==> config.mk <==
export PLATFORM = sky130hd
export DESIGN_NAME = point_cloud_loader
export DESIGN_NICKNAME = d
export VERILOG_FILES = /design/src/rtl/point_cloud_loader_pkg.sv /design/src/rtl/point_cloud_loader_lane_packer.sv /design/src/rtl/point_cloud_loader.sv
export SDC_FILE = /design/constraint.sdc
export NUM_CORES = 1
export LEC_CHECK = 0
export ABC_AREA = 1
export BUFFER_PORTS_ARGS = -buffer_cell sky130_fd_sc_hd__clkbuf_2
export CAP_MARGIN = 5
export CORE_ASPECT_RATIO = 0.6
export CORE_MARGIN = 1.5
export CORE_UTILIZATION = 40
export DETAILED_ROUTE_END_ITERATION = 12
export PLACE_DENSITY = 0.57
export SYNTH_ARGS = -nofsm -noshare
export SYNTH_HDL_FRONTEND = slang
export SYNTH_SLANG_ARGS = --single-unit
==> constraint.sdc <==
create_clock -name clk_i -period 2.15 [get_ports clk_i]
set_input_delay 0.1075 -clock clk_i [delete_from_list [all_inputs] [get_ports clk_i]]
set_output_delay 0.1075 -clock clk_i [all_outputs]
set_load 0.05 [all_outputs]
==> src/rtl/point_cloud_loader_pkg.sv <==
// Shared definitions for the point cloud loader: FSM encoding and BRAM header layout.
package point_cloud_loader_pkg;

  typedef enum logic [2:0] {
    ST_IDLE,
    ST_FILL,
    ST_WRITE,
    ST_HEADER,
    ST_DONE
  } state_e;

  localparam int BRAM_WIDTH = 128;
  localparam int BRAM_BYTES = BRAM_WIDTH / 8;

  localparam logic [31:0]           HEADER_ADDR  = 32'd0;
  localparam logic [31:0]           HEADER_VALID = 32'd1;
  localparam logic [BRAM_BYTES-1:0] HEADER_WE    = 16'h000F;

  function automatic logic [BRAM_WIDTH-1:0] header_word(input logic [31:0] value);
    return {{(BRAM_WIDTH - 32){1'b0}}, value};
  endfunction

endpackage

==> src/rtl/point_cloud_loader_lane_packer.sv <==
// Per-axis lane register: collects up to LANES coordinates into one BRAM word
// and tracks which lanes hold data so partial words get a matching byte mask.
module lane_packer
  import point_cloud_loader_pkg::*;
#(
  parameter int N     = 16,
  parameter int LANES = 8,
  parameter int LW    = (LANES > 1) ? $clog2(LANES) : 1
) (
  input  logic                  clk_i,
  input  logic                  rst_ni,
  input  logic                  clear_i,
  input  logic                  load_i,
  input  logic [LW-1:0]         lane_i,
  input  logic [N-1:0]          data_i,
  output logic [BRAM_WIDTH-1:0] word_o,
  output logic [BRAM_BYTES-1:0] mask_o
);

  localparam int BPL = BRAM_BYTES / LANES;

  logic [LANES-1:0][N-1:0] lanes_q, lanes_d;
  logic [LANES-1:0]        filled_q, filled_d;

  // Clear and load may coincide: the first point of a new cloud lands in a fresh word.
  always_comb begin
    lanes_d  = clear_i ? '0 : lanes_q;
    filled_d = clear_i ? '0 : filled_q;
    if (load_i) begin
      lanes_d[lane_i]  = data_i;
      filled_d[lane_i] = 1'b1;
    end
  end

  always_ff @(posedge clk_i or negedge rst_ni) begin
    if (!rst_ni) begin
      lanes_q  <= '0;
      filled_q <= '0;
    end else begin
      lanes_q  <= lanes_d;
      filled_q <= filled_d;
    end
  end

  assign word_o = BRAM_WIDTH'(lanes_q);

  for (genvar b = 0; b < BRAM_BYTES; b++) begin : g_mask
    assign mask_o[b] = filled_q[b / BPL];
  end

endmodule

==> src/rtl/point_cloud_loader.sv <==
// Streams x/y/z points into three 128-bit BRAMs, one word per LANES points,
// then writes a header word (point count, valid flag, cleared consumer flag) at address 0.
module point_cloud_loader
  import point_cloud_loader_pkg::*;
#(
  parameter int N         = 16,
  parameter int LANES     = 8,
  parameter int MAX_WORDS = 4096
) (
  input  logic                  clk_i,
  input  logic                  rst_ni,
  input  logic                  in_valid_i,
  output logic                  in_ready_o,
  input  logic                  in_last_i,
  input  logic [N-1:0]          in_x_i,
  input  logic [N-1:0]          in_y_i,
  input  logic [N-1:0]          in_z_i,
  output logic [31:0]           addr_x_o,
  output logic [BRAM_WIDTH-1:0] write_in_x_o,
  output logic                  en_x_o,
  output logic                  rst_x_o,
  output logic [BRAM_BYTES-1:0] we_x_o,
  output logic [31:0]           addr_y_o,
  output logic [BRAM_WIDTH-1:0] write_in_y_o,
  output logic                  en_y_o,
  output logic                  rst_y_o,
  output logic [BRAM_BYTES-1:0] we_y_o,
  output logic [31:0]           addr_z_o,
  output logic [BRAM_WIDTH-1:0] write_in_z_o,
  output logic                  en_z_o,
  output logic                  rst_z_o,
  output logic [BRAM_BYTES-1:0] we_z_o,
  output logic                  load_done_o,
  output logic                  overflow_o
);

  localparam int LW = (LANES > 1) ? $clog2(LANES) : 1;

  state_e          state_q, state_d;
  logic [31:0]     count_q, count_d;
  logic [31:0]     wptr_q, wptr_d;
  logic [LW-1:0]   lane_q, lane_d, lane_sel;
  logic            last_q, last_d;
  logic            ovf_q, ovf_d;
  logic            ready, store, clear, wr_ok;

  logic [BRAM_WIDTH-1:0] word_x, word_y, word_z;
  logic [BRAM_BYTES-1:0] mask_x, mask_y, mask_z;

  assign wr_ok = (wptr_q <= 32'(MAX_WORDS));

  always_comb begin
    state_d  = state_q;
    count_d  = count_q;
    wptr_d   = wptr_q;
    lane_d   = lane_q;
    last_d   = last_q;
    ovf_d    = ovf_q;
    lane_sel = lane_q;
    ready    = 1'b0;
    store    = 1'b0;
    clear    = 1'b0;
    unique case (state_q)
      ST_IDLE: begin
        ready = 1'b1;
        if (in_valid_i) begin
          clear    = 1'b1;
          store    = 1'b1;
          lane_sel = '0;
          count_d  = 32'd1;
          ovf_d    = 1'b0;
          wptr_d   = 32'd1;
          last_d   = in_last_i;
          if (in_last_i || LANES == 1) begin
            lane_d  = '0;
            state_d = ST_WRITE;
          end else begin
            lane_d  = LW'(1);
            state_d = ST_FILL;
          end
        end
      end
      ST_FILL: begin
        ready = 1'b1;
        if (in_valid_i) begin
          // Past capacity, points are still consumed so the stream never stalls.
          store  = wr_ok;
          last_d = in_last_i;
          if (wr_ok) count_d = count_q + 32'd1;
          else       ovf_d   = 1'b1;
          if (in_last_i || lane_q == LW'(LANES - 1)) begin
            lane_d  = '0;
            state_d = ST_WRITE;
          end else begin
            lane_d = lane_q + LW'(1);
          end
        end
      end
      ST_WRITE: begin
        wptr_d = wptr_q + 32'd1;
        if (last_q) begin
          state_d = ST_HEADER;
        end else begin
          clear   = 1'b1;
          state_d = ST_FILL;
        end
      end
      ST_HEADER: state_d = ST_DONE;
      ST_DONE:   state_d = ST_IDLE;
      default:   state_d = ST_IDLE;
    endcase
  end

  always_ff @(posedge clk_i or negedge rst_ni) begin
    if (!rst_ni) begin
      state_q <= ST_IDLE;
      count_q <= '0;
      wptr_q  <= 32'd1;
      lane_q  <= '0;
      last_q  <= 1'b0;
      ovf_q   <= 1'b0;
    end else begin
      state_q <= state_d;
      count_q <= count_d;
      wptr_q  <= wptr_d;
      lane_q  <= lane_d;
      last_q  <= last_d;
      ovf_q   <= ovf_d;
    end
  end

  lane_packer #(.N(N), .LANES(LANES), .LW(LW)) u_pack_x (
    .clk_i(clk_i), .rst_ni(rst_ni), .clear_i(clear), .load_i(store),
    .lane_i(lane_sel), .data_i(in_x_i), .word_o(word_x), .mask_o(mask_x)
  );

  lane_packer #(.N(N), .LANES(LANES), .LW(LW)) u_pack_y (
    .clk_i(clk_i), .rst_ni(rst_ni), .clear_i(clear), .load_i(store),
    .lane_i(lane_sel), .data_i(in_y_i), .word_o(word_y), .mask_o(mask_y)
  );

  lane_packer #(.N(N), .LANES(LANES), .LW(LW)) u_pack_z (
    .clk_i(clk_i), .rst_ni(rst_ni), .clear_i(clear), .load_i(store),
    .lane_i(lane_sel), .data_i(in_z_i), .word_o(word_z), .mask_o(mask_z)
  );

  // BRAM ports are quiet except during a data word write or the header write.
  always_comb begin
    addr_x_o     = '0;
    addr_y_o     = '0;
    addr_z_o     = '0;
    write_in_x_o = '0;
    write_in_y_o = '0;
    write_in_z_o = '0;
    en_x_o       = 1'b0;
    en_y_o       = 1'b0;
    en_z_o       = 1'b0;
    we_x_o       = '0;
    we_y_o       = '0;
    we_z_o       = '0;
    load_done_o  = 1'b0;
    if (state_q == ST_WRITE && wr_ok) begin
      {en_x_o, en_y_o, en_z_o}       = 3'b111;
      {addr_x_o, addr_y_o, addr_z_o} = {wptr_q, wptr_q, wptr_q};
      write_in_x_o = word_x;
      write_in_y_o = word_y;
      write_in_z_o = word_z;
      we_x_o       = mask_x;
      we_y_o       = mask_y;
      we_z_o       = mask_z;
    end else if (state_q == ST_HEADER) begin
      {en_x_o, en_y_o, en_z_o}       = 3'b111;
      {addr_x_o, addr_y_o, addr_z_o} = {HEADER_ADDR, HEADER_ADDR, HEADER_ADDR};
      write_in_x_o = header_word(count_q);
      write_in_y_o = header_word(HEADER_VALID);
      write_in_z_o = header_word(32'd0);
      {we_x_o, we_y_o, we_z_o} = {HEADER_WE, HEADER_WE, HEADER_WE};
    end else if (state_q == ST_DONE) begin
      load_done_o = 1'b1;
    end
  end

  assign in_ready_o = ready & rst_ni;
  assign overflow_o = ovf_q;
  assign rst_x_o    = 1'b0;
  assign rst_y_o    = 1'b0;
  assign rst_z_o    = 1'b0;

endmodule
==> results of run 1 <==
## path summary, 6_finish.rpt
check                                             from                            end  slack (ns)  cells after the start
worst max-delay path            wptr_q[31]$_DFFE_PN0P_                    addr_y_o[8]       -0.68                     10
worst min-delay path                         in_y_i[2]  u_pack_y.word_o[50]$_DFF_PN0_        0.08                      5
worst max register to register   wptr_q[0]$_DFFE_PN1P_  u_pack_z.word_o[70]$_DFF_PN0_       -0.11                     13
worst min register to register  wptr_q[20]$_DFFE_PN0P_         wptr_q[20]$_DFFE_PN0P_        0.53                      2
max in group asynchronous                       rst_ni        count_q[10]$_DFFE_PN0P_        0.54                      4
min in group asynchronous                       rst_ni  u_pack_z.word_o[29]$_DFF_PN0_        0.56                      3
## registers in the layout, indices dropped and copies added, names as in the netlist
register           cells
u_pack_x.word_o      128
u_pack_y.word_o      128
u_pack_z.word_o      128
count_q               32
wptr_q                32
u_pack_x.filled_q      8
u_pack_y.filled_q      8
u_pack_z.filled_q      8
lane_q                 3
state_q                3
last_q                 1
overflow_o             1
## layout make-up
| class | instances | area (sq um) |
|---|---|---|
| Fill cell | 6614 | 29400 |
| Multi-Input combinational cell | 3535 | 17600 |
| Timing Repair Buffer | 807 | 12100 |
| Sequential cell | 480 | 12000 |
| Inverter | 552 | 2070 |
| Clock buffer | 80 | 1550 |
| Tap cell | 1000 | 1250 |
| Clock inverter | 7 | 60.1 |
| Antenna cell | 3 | 7.51 |
## stage by stage
stage	setup TNS, ns	power (mW)	cell area, sq um	util	instances
after global routing	-339.14	49.9	46700	0.614	6461
after floorplan	-23.78	25.4	32300	-	5008
after global placement	-28.37	33.5	40700	0.535	6312
after CTS	-282.79	44.9	44300	0.582	6435
final	-276.33	47.6	46700	0.614	6464
after detailed placement	-23.95	33.7	40700	0.535	6312
## worst max-delay path: cells and delay by family, from the launching register on
kind                   cells  cell delay, ns
and+or+nand+nor            7            0.97
buffers and inverters      3            0.74
DFF                        1            0.40
## Yosys cell counts (2+ instances only)
cell      instances  share of area
nor3_1           21         0.0034
xnor2_1           2        0.00057
ha_1              5         0.0020
o21ai_1         160          0.026
nand4_1          10         0.0020
o21ai_0         292          0.047
nand2_2          11         0.0022
nand3_1         493          0.080
nand2_1        1492           0.18
a21oi_1           4        0.00065
clkbuf_1        115          0.014
inv_2             4        0.00048
inv_1           547          0.066
xor2_1            9         0.0025
buf_2           158          0.026
buf_4           124          0.030
nor2_1          932           0.11
buf_1            44         0.0053
nor2_2            3        0.00061
o22ai_1          29         0.0059
dfrtp_1         479           0.39
## power by group
group / internal [mW] / total [mW] / leakage (nW) / switching (mW)
Clock: 5.02 / 9.02 / 0.795 / 4.00
Combinational: 9.39 / 27.7 / 13.4 / 18.4
Sequential: 10.4 / 10.8 / 6.62 / 0.423
## what timing repair did
action / 4_1_cts / 5_1_grt
endpoints found under the hold margin: 485 / 0
setup endpoints to repair: 723 / 820
buffers inserted: 16 / 18
gates resized for setup: 307 / 711
hold buffers: 5 / 0
gates cloned: 15 / 15
pin swaps: 8 / 29
## kinds of logic (layout without fill, tap and decap cells)
kind of cell    Yosys count  in the layout
compound gates          489            489
buf+inv                 993           1446
other cells               1             63
flops                   480            480
simple gates           2970           2970
fa+ha+maj                 5              5
xor+xnor                 11             11
## routing by layer
layer	wire, um	track usage	vias up
li1	-	-	16000
met1	56300	0.442	16000
met5	0	0	-
met3	9490	0.0496	169
met2	54300	0.436	1396
met4	2790	0.0672	0
==> key figures, run 1 <==
Detailed routing
  • Iteration-0 DRC Markers: 3496
  • # DRC: 0
  • DR vias: between 30000 and 40000
  • Routed wire per std cell: between 15 and 20 um
  • Final wirelength: 123 mm
  • Detailed-route vias per instance: between 5 and 6
  • ANT nets after route: 0
  • Pre-Repair DR Iteration Count: 6

Die
  • I/O pin cnt: 589
  • Die Area: 79100 sq um
  • Starting Density: 0.407
  • CORE AREA: 76100 sq um
  • Die H: 219 um
  • Die Wd: 362 um
  • Rows: between 70 and 80

Clocking
  • CTS Buf Count: 51
  • H-tree depth: 2
  • Clk buf depth: 3
  • Root Buffer: clkbuf_16
  • TritonCTS clock tree: yes
  • Clk_lat worst skew: 0.62 ns
  • Worst-path clk slew: roughly 0.06 ns
  • Clock sink total: 480

Global route
  • Antenna violations before repair: 5
  • Vias in the first global route: 30200
  • First-pass GRT wire length: ~180 mm
  • Total gr overflow: 0
  • Largest net degree at the start of global routing: 187
  • GRT Util Overall: 0.294

Logic synthesis
  • Synth Register Bits: 480
  • Xor/xnor share of the synthesized area: 0.00311
  • Synth Area per Inst: 6.26 sq um
  • Synth Flop Type: dfrtp_1
  • Largest family of logic cells by synthesized area: simple AND/OR/NAND/NOR gates
  • Simple logic cell fraction of the synthesized area: 0.384
  • Cell count after synthesis: around 5000
  • Yosys cell types: 36
  • Post-synthesis compound-gate area fraction: 0.0806
  • Synth Area in Adders: 0.00202
  • Multiplexer share of the synthesized area: 0
  • YS warnings: 0
  • Post-synthesis async set-or-reset flop share: 1.00
  • Number of synthesized flops with an enable pin: 0
  • Mapped cell area: between 30000 and 40000 sq um
  • Register area share after synthesis: 0.388

STA
  • Achievable frequency: 354 MHz
  • Clock skew: 0.0336 ns
  • Final setup violation count: 717
  • Worst Tran Pin Value: ~1.1 ns
  • Final slew viol count: 0
  • Period utilization: 1.31
  • RSZ-0062 raised after global routing: yes
  • Headroom to the max-slew limit: 0.243
  • Period minus WS final: 2.83 ns
  • Hold Vio Cnt, Final: 0
  • Final WS setup: -0.676 ns
  • Hold slack: 0.0820 ns

Setup path
  • Critical Path RT: 2.04 ns
  • CP most frequent cell: nor2_2
  • CP max stage cell: dfrtp_1
  • CP Capture Type: primary output
  • Critical Path Fanout Max: 8
  • CP arrival: 2.72 ns
  • Critical-path cell list: nor2_2 -> nand2_1 -> nor2_2 -> nand2_2 -> nor2_4 -> nand3_4 -> buf_12 -> bufbuf_16 -> nor2_2 -> buf_4
  • Startpoint Class: flip-flop
  • WS Path Type: reg2out
  • Slowest Stage Delay on Critical Path: approximately 0.4 ns

Placed design
  • Worst slack at placement: -0.196 ns
  • Detailed Place HPWL: roughly 80 mm
  • GP Congestion: 0.966
  • Port Buffers: ~530

Pwr
  • Leakage power figure: 20.8 nW
  • PD cells: 1020 nW/um^2
  • VDD IR max: roughly 980 uV

Cells and area
  • Layout cells sized above 1: 0.242
  • Most frequent cells in the layout: 1490 x nand2_1, 557 x nor2_1, 545 x inv_1
  • Most common cell after layout, fill and taps aside: nand2_1
  • Post-layout nets: 5484
  • Area Overhead vs Synth: 50.9%

Run status
  • Failing checks: setup timing
  • Status: finished, violations left

Min path
  • HP Class: in2reg

Flow run
  • # Max-Cap Violations: 0
No activity file was read; power rests on OpenSTA's default activity.
==> run 2, diff against run 1 <==
--- a/config.mk
+++ b/config.mk
@@ -8,11 +8,14 @@
 export ABC_AREA = 1
 export BUFFER_PORTS_ARGS = -buffer_cell sky130_fd_sc_hd__clkbuf_2
 export CAP_MARGIN = 5
+export CELL_PAD_IN_SITES_DETAIL_PLACEMENT = 1
+export CELL_PAD_IN_SITES_GLOBAL_PLACEMENT = 1
 export CORE_ASPECT_RATIO = 0.6
 export CORE_MARGIN = 1.5
-export CORE_UTILIZATION = 40
+export CORE_UTILIZATION = 39
 export DETAILED_ROUTE_END_ITERATION = 12
-export PLACE_DENSITY = 0.57
+export PLACE_DENSITY = 0.77
+export RECOVER_POWER = 25
 export SYNTH_ARGS = -nofsm -noshare
 export SYNTH_HDL_FRONTEND = slang
 export SYNTH_SLANG_ARGS = --single-unit
==> run 2 against run 1 <==
The flow still finishes with violations (setup timing); worst setup slack got worse by 0.14 ns; clock power grew 11%; global-route usage increased by 4.1 points; non-clock buffer count rose by 4; sequential share of layout area is 0.36 points higher; final area decreased by 1.4%.
==> key figures, run 2 (synthesis results as in run 1) <==
Clocking
  • Clk_lat worst skew: 0.64 ns
  • H-tree depth: 2
  • CTS Buf Count: 52
  • Clk buf depth: 3
  • Clock sink total: 480
  • Root Buffer: clkbuf_16
  • TritonCTS clock tree: yes
  • Worst-path clk slew: 0.06 ns

STA
  • Final slew viol count: 0
  • Headroom to the max-slew limit: 0.209
  • Worst Tran Pin Value: 1.19 ns
  • Final WS setup: -0.814 ns
  • Period utilization: 1.38
  • Achievable frequency: roughly 340 MHz
  • Clock skew: 0.0311 ns
  • Final setup violation count: slightly above 900
  • Hold Vio Cnt, Final: 0
  • Period minus WS final: 2.96 ns
  • Hold slack: 0.0380 ns
  • RSZ-0062 raised after global routing: yes

Global route
  • Antenna violations before repair: 7
  • Vias in the first global route: 36800
  • First-pass GRT wire length: between 200 and 250 mm
  • Total gr overflow: 0
  • Largest net degree at the start of global routing: 155
  • GRT Util Overall: 0.334

Die
  • I/O pin cnt: between 500 and 600
  • Die H: 221 um
  • Die Area: 81200 sq um
  • Die Wd: approximately 370 um
  • CORE AREA: 78100 sq um
  • Rows: 79
  • Starting Density: 0.397

Cells and area
  • Post-layout nets: ~5500
  • Fillers: between 9000 and 10000
  • Area of the multi-input gates: 17200 sq um
  • Most common cell after layout, fill and taps aside: nand2_1
  • Layout Cells excl Fill: 6529
  • Most frequent cells in the layout: 1488 x nand2_1, 553 x nor2_1, 544 x inv_1
  • Design Area, Final: 46100 sq um
  • Area Overhead vs Synth: 48.8%
  • FF+latch area: 12000 sq um
  • Layout cells sized above 1: 0.245

Setup path
  • WS Path Type: reg2out
  • Reg-to-Reg Start: state_q[2]$_DFFE_PN0P_
  • Worst R2R Setup Slack: -0.28 ns
  • Startpoint Class: flip-flop
  • CP Capture Type: primary output
  • Crit Reg-Reg Endpoint: u_pack_y.word_o[7]$_DFF_PN0_
  • Worst-case reg-to-reg path depth: 12
  • Critical Path Fanout Max: 9
  • CP arrival: 2.86 ns
  • Critical Path RT: 2.04 ns

Pwr
  • Final Power: 50.3 mW
  • Leakage power figure: around 21 nW
  • PD cells: 1090 nW/um^2
  • VDD IR max: 882 uV

Detailed routing
  • DR vias: around 37000
  • ANT nets after route: 0
  • # DRC: 0
  • Iteration-0 DRC Markers: approximately 3800
  • Routed wire per std cell: around 25 um
  • Pre-Repair DR Iteration Count: 6
  • Detailed-route vias per instance: between 5 and 6
  • Final wirelength: 163 mm

Placed design
  • GP Congestion: 0.876
  • Worst slack at placement: -0.157 ns
  • Port Buffers: approximately 530
  • Inst Count DP: 6387
  • Detailed Place HPWL: 93.9 mm
  • Post-DP Area: 40400 sq um

Min path
  • HP Class: in2reg
  • Worst Hold Launch: in_z_i[14]
  • Hold depth: 5
  • Worst Hold End: u_pack_z.word_o[126]$_DFF_PN0_

Run status
  • Failing checks: setup timing
  • Status: finished, violations left

Flow run
  • # Max-Cap Violations: 0
-- run 2: cell count changes in the layout (fill, tap and decap cells not counted), sizes merged --
cell,previous run,this run
clkinv,6,10
bufbuf,1,0
dlygate4sd3,5,4
buf,690,671
bufinv,1,7
clkinvlp,0,4
clkbuf,191,210
-- run 2: cell type report --
cell class	count	area share
Sequential cell	480	0.261
Antenna cell	3	0.000163
Timing Repair Buffer	811	0.254
Clock inverter	21	0.00630
Clock buffer	74	0.0322
Inverter	552	0.0450
Tap cell	1053	0.0286
Multi-Input combinational cell	3535	0.373
-- run 2: where the power goes --
group	internal (mW)	switching [mW]	leakage, nW
clock	5.64	4.39	0.865
sequential	10.4	0.548	6.62
combinational	9.44	19.9	13.2
-- run 2: layer usage --
layer  track usage  wire length [um]
met5             0                 0
met4         0.130              8610
met3        0.0538             13300
met2         0.536             76400
met1         0.451             64400
-- run 2: critical path, cell delays in order (launching register included) --
cell	delay (ns)
dfrtp_1	0.38
nor2_1	0.20
nand4_1	0.24
nor2_2	0.20
buf_4	0.16
nand3_4	0.07
buf_12	0.19
clkbuf_16	0.20
buf_16	0.16
o21ai_4	0.25
buf_12	0.18
-- run 2: stage by stage --
stage | setup TNS (ns) | util
after floorplan | -23.78 | -
after global placement | -3.78 | 0.517
after detailed placement | -12.39 | 0.517
after CTS | -313.49 | 0.558
after global routing | -414.84 | 0.590
final | -365.07 | 0.590
-- run 2: worst max path at each step --
| stage | startpoint | to | slack (ns) | cells past startpoint |
|---|---|---|---|---|
| final | wptr_q[26]$_DFFE_PN0P_ | we_y_o[0] | -0.81 | 10 |
| after global routing | wptr_q[5]$_DFFE_PN0P_ | we_y_o[0] | -0.84 | 11 |
| after CTS | wptr_q[21]$_DFFE_PN0P_ | we_y_o[0] | -0.75 | 13 |
| after detailed placement | wptr_q[0]$_DFFE_PN1P_ | write_in_y_o[53] | -0.16 | 11 |
| after global placement | wptr_q[0]$_DFFE_PN1P_ | write_in_y_o[53] | -0.10 | 11 |
| after floorplan | wptr_q[0]$_DFFE_PN1P_ | addr_y_o[11] | -0.47 | 9 |
-- run 2: what timing repair did --
action	4_1_cts	5_1_grt
cloned	6	24
hold buffers	5	0
setup buffers	2	8
gates resized for setup	270	786
setup endpoints to repair	731	920
hold endpoints to repair	328	0
pin swaps	1	13
